## config.mk

```make
export PLATFORM = sky130hd
export DESIGN_NAME = muldiv_seq
export DESIGN_NICKNAME = d
export VERILOG_FILES = /design/src/rtl/muldiv_seq.sv
export SDC_FILE = /design/constraint.sdc
export NUM_CORES = 2
export LEC_CHECK = 0
export ABC_AREA = 1
export CAP_MARGIN = 20
export CORE_ASPECT_RATIO = 0.5
export CORE_MARGIN = 1.5
export CORE_UTILIZATION = 55
export DETAILED_ROUTE_END_ITERATION = 8
export DONT_BUFFER_PORTS = 1
export MAX_ROUTING_LAYER = met4
export PLACE_DENSITY = 0.7
export SKIP_CTS_REPAIR_TIMING = 1
export SLEW_MARGIN = 5
export SYNTH_ARGS = -nofsm -noshare
export SYNTH_HDL_FRONTEND = slang
export SYNTH_SLANG_ARGS = --single-unit
```

## constraint.sdc

```tcl
create_clock -name clk -period 8.15 [get_ports clk]
set_input_delay 0.815 -clock clk [delete_from_list [all_inputs] [get_ports clk]]
set_output_delay 0.815 -clock clk [all_outputs]
set_load 0.01 [all_outputs]
```

## src/rtl/muldiv_seq.sv

```systemverilog
// Sequencer for the E-stage HI/LO unit: latency-counted multiply and radix-2 restoring divide.
// Holds the front-end stalled while an op is in flight and strobes hilo_we once per completed op.
module muldiv_seq #(
  parameter int MUL_LAT = 2,
  parameter int WIDTH   = 32
) (
  input  logic             clk,
  input  logic             rst,
  input  logic             op_valid,
  input  logic [1:0]       op_code,
  input  logic [WIDTH-1:0] src_a,
  input  logic [WIDTH-1:0] src_b,
  input  logic             flush,
  input  logic             hold_e,
  output logic             stall_md,
  output logic             busy,
  output logic             hilo_we,
  output logic [WIDTH-1:0] hi_out,
  output logic [WIDTH-1:0] lo_out
);

  localparam int CNT_MAX = (WIDTH > MUL_LAT) ? WIDTH - 1 : MUL_LAT - 1;
  localparam int CNT_W   = (CNT_MAX > 0) ? $clog2(CNT_MAX + 1) : 1;

  typedef enum logic [1:0] {IDLE, MUL, DIV, DONE} state_t;

  state_t             state;
  logic [CNT_W-1:0]   cnt;

  logic [WIDTH-1:0]   hi_acc;
  logic [WIDTH-1:0]   lo_acc;
  logic [WIDTH-1:0]   opb;
  logic               neg_q;
  logic               neg_r;

  logic signed [WIDTH-1:0] a_s;
  logic signed [WIDTH-1:0] b_s;
  logic               is_signed;
  logic               a_neg;
  logic               b_neg;
  logic               accept;

  logic [WIDTH:0]     shifted;
  logic               fits;
  logic [WIDTH-1:0]   step_rem;
  logic [WIDTH-1:0]   step_quo;
  logic [2*WIDTH-1:0] prod;

  function automatic logic [WIDTH-1:0] neg_if(input logic [WIDTH-1:0] v, input logic neg);
    return neg ? -v : v;
  endfunction

  function automatic logic [2*WIDTH-1:0] neg_if_wide(input logic [2*WIDTH-1:0] v, input logic neg);
    return neg ? -v : v;
  endfunction

  assign a_s       = src_a;
  assign b_s       = src_b;
  assign is_signed = ~op_code[0];
  assign a_neg     = is_signed & (a_s < 0);
  assign b_neg     = is_signed & (b_s < 0);
  assign accept    = (state == IDLE) & op_valid & ~flush;

  assign stall_md  = op_valid & ~flush & (state != DONE);
  assign hilo_we   = (state == DONE) & ~hold_e & ~flush;
  assign busy      = (state != IDLE);

  // One restoring step: shift rem:quo left, keep the trial difference when it does not underflow.
  always_comb begin
    shifted  = {hi_acc, lo_acc[WIDTH-1]};
    fits     = (shifted >= {1'b0, opb});
    step_rem = fits ? (shifted[WIDTH-1:0] - opb) : shifted[WIDTH-1:0];
    step_quo = {lo_acc[WIDTH-2:0], fits};
  end

  assign prod = {{WIDTH{1'b0}}, lo_acc} * {{WIDTH{1'b0}}, opb};

  // Operand / partial-result registers: magnitudes plus sign flags captured at accept.
  always_ff @(posedge clk) begin
    if (accept) begin
      lo_acc <= neg_if(src_a, a_neg);
      opb    <= neg_if(src_b, b_neg);
      hi_acc <= '0;
      neg_q  <= a_neg ^ b_neg;
      neg_r  <= a_neg;
    end else if (state == DIV) begin
      hi_acc <= step_rem;
      lo_acc <= step_quo;
    end
  end

  // Control FSM; flush overrides every state and leaves HI/LO untouched.
  always_ff @(posedge clk or posedge rst) begin
    if (rst) begin
      state  <= IDLE;
      cnt    <= '0;
      hi_out <= '0;
      lo_out <= '0;
    end else if (flush) begin
      state  <= IDLE;
      cnt    <= '0;
    end else begin
      case (state)
        IDLE: begin
          if (op_valid) begin
            if (op_code[1]) begin
              state <= DIV;
              cnt   <= CNT_W'(WIDTH - 1);
            end else begin
              state <= MUL;
              cnt   <= CNT_W'(MUL_LAT - 1);
            end
          end
        end
        MUL: begin
          if (cnt == '0) begin
            {hi_out, lo_out} <= neg_if_wide(prod, neg_q);
            state            <= DONE;
          end else begin
            cnt <= cnt - CNT_W'(1);
          end
        end
        DIV: begin
          if (cnt == '0) begin
            hi_out <= neg_if(step_rem, neg_r);
            lo_out <= neg_if(step_quo, neg_q);
            state  <= DONE;
          end else begin
            cnt <= cnt - CNT_W'(1);
          end
        end
        DONE: begin
          if (!hold_e) state <= IDLE;
        end
        default: state <= IDLE;
      endcase
    end
  end

endmodule

```

==> flow_summary.yaml <==
timing:
  drv_slew: 0
  post-route-min-period_ns: 7.98
  max_slew.worst_pin.slew_ns: 0.982
  setup_viol: 0
  hold_viol_final: 0
  finalCritPeriodShare_pct: 97.9
  slew_headroom_pct: 33.8
  setup_tns_ns: 0
  finalClockSkew_ns: 0.0247
  fin_hold_ws_ns: 0.234
  max_freq_mhz: 125
logic_synthesis:
  yosysTopAreaCellShare_pct: 35.1
  ys_seq_elements: 169
  synth_cells: 7377
  yosysSeqAreaShare_pct: 8.61
  ys_types: 56
  synth.most_common_cell: "nand2_1"
  yosysWarnings: 0
  syn_area_um2: 51100
  ys_top_cells_by_area: "fa_1 35%, nand2_1 16%, inv_1 15%"
  synth_top_cell_by_area: "fa_1"
  dominantRegCellSynth: "dfrtp_1"
  syn-num-nets: 8653
  async_flop_share_pct: 42.0
  synth_commonest_cells: "2,224 x nand2_1, 2,007 x inv_1, 897 x fa_1, 393 x nor2_1, 308 x ha_1"
  synth-edff-count: 66
  avgSynthCellArea_um2: 6.93
setup_path:
  cp.arrival_ns: 8.44
  cp_max_fo: 16
  end_kind: "flop"
  required_ns: 8.61
  cpPeakStageDelay_ns: 0.54
  cpMostUsedCell: "nand2_1"
  slowest_stage: "fa_1"
  crit_type: "reg -> reg"
  start_kind: "flop"
route:
  ant_nets: 0
  finalWirelength_um: 170000
  vias: 46100
  wl_per_cell_um: 19.7
  drcViolationCount: 0
  dr.pass1.iters: 6
  first_iter_violations: 4901
  viasPerCell: 5.35
floorplanning:
  dieArea_um2: 94800
  die_x_um: 434
  ioPinCount: 138
  rows: 78
  core_um2: 91300
  die_h_um: 219
  start_util_pct: 55.9
clock_network:
  ctsHtreeMaxLevel: 4
  cts_root_buffer: "clkbuf_16"
  cts_buffers: 17
  clkLatencyLatePin_ns: 0.52
  cts_sinks: 169
  clk_pin_slew_worst_paths_ns: 0.08
  cts_tree: "done"
  clockBufferDepth: 2
placement:
  hpwl_um: 139000
  place_area_um2: 54100
  gp_congestion: 1.07
  portBuffers: 0
layout:
  multiInputGateArea_um2: 38500
  fillers: 8675
  finish.instance_area_um2: 55500
  drive_above_1_share_pct: 7.78
  final_util_pct: 60.8
  area_growth_pct: 8.71
  num-nets-final: 8632
  regArea_um2: 4400
job:
  drv_cap: 0
hold_path:
  hold_path_class: "in -> async"
grt:
  first_global_vias: 44500
  grtUsageMet3_pct: 9.33
  antenna_found_initial: 2
  grt_pass1_wl_um: 263000
  grt_max_degree: 87
  overflow: 0
  grt_util_met1_pct: 55.8
  grtUsageMet2_pct: 52.5
  grt_busiest_layer: "met1"
  track_usage_pct: 38.0
outcome:
  outcome: "complete, no violations"
-- worst paths after layout --
path,startpoint,endpoint,slack [ns],cells after the start
hold reg to reg,hi_acc[31]$_SDFFE_PP0P_,hi_acc[31]$_SDFFE_PP0P_,0.50,2
max in group asynchronous,rst,hi_out[17]$_DFFE_PP0P_,6.94,2
hold / removal,rst,lo_out[4]$_DFFE_PP0P_,0.23,1
min in group clk,src_b[0],opb[0]$_DFFE_PP_,0.40,0
setup reg to reg,opb[5]$_DFFE_PP_,hi_out[29]$_DFFE_PP0P_,0.17,39
setup / recovery,opb[5]$_DFFE_PP_,hi_out[29]$_DFFE_PP0P_,0.17,39
-- routing by layer --
metal | wire length (um) | vias to the layer above | share of wire (%)
li1 | - | 21300 | -
met2 | 68500 | 2323 | 40
met4 | 4020 | 0 | 2.4
met5 | 0 | - | 0
met3 | 22600 | 198 | 13
met1 | 74600 | 22300 | 44
-- per-stage QoR --
stage / worst slack (ns) / std cells
after floorplan: 0.834 / 7377
after CTS: 0.111 / 8593
after global placement: 0.156 / 8561
final: 0.173 / 8613
after global routing: -0.0841 / 8613
after detailed placement: 0.141 / 8561
-- critical path: cells and delay by family, from the launching register on --
family                     cells  cell delay, ns
AOI/OAI and AO/OA              1            0.14
adders and majority gates      9            4.31
buffers and inverters         12            1.18
DFF                            1            0.48
and+or+nand+nor               17            1.83
-- registers in the layout, summed over array words and instances (netlist names) --
name,count
hi_out,32
opb,32
cnt,5
neg_r,1
hi_acc,32
state,2
lo_out,32
lo_acc,32
neg_q,1
-- logic make-up after synthesis --
family                     count (synthesis)  synth area share (%)
AOI/OAI and AO/OA                        444                  4.84
and+or+nand+nor                         3116                  24.9
muxes                                      1                0.0220
DFF                                      169                  8.61
buffers and inverters                   2353                  17.4
adders and majority gates               1205                  42.7
xor gates and xnor gates                  89                  1.53
-- placed cells by master (no fill, tap or decap), types with 16 or more instances in the layout --
cell          n
buf_12       55
nor2_1      340
o21ai_1      19
a31oi_1      39
nand2_2      60
dfxtp_1      32
nand2_1    2185
xor2_1       52
nand4_1      56
o21bai_1     20
nor2_2       59
nand3_1     276
a21oi_1     144
clkbuf_16    20
ha_4         16
dfrtp_1      71
nand3_2      17
inv_1      2005
nor3_1       35
nor2_4       18
o21ai_0     144
xnor2_1      36
fa_1        891
nand3b_1     20
edfxtp_1     66
o22ai_1      23
buf_4       229
ha_1        287
-- area by class of cell --
type                       count  area share, %
tap                         1240           2.79
antenna                        4         0.0180
inverter                    2023           13.7
timing repair buffer         289           5.23
clock buffer                  19          0.818
sequential                   169           7.92
clock inverter                13          0.264
multi-input combinational   4856           69.3
Power is left out: the tool's default activity adds up to more than one toggle a clock period on the data nets, which glitch-free logic cannot reach.
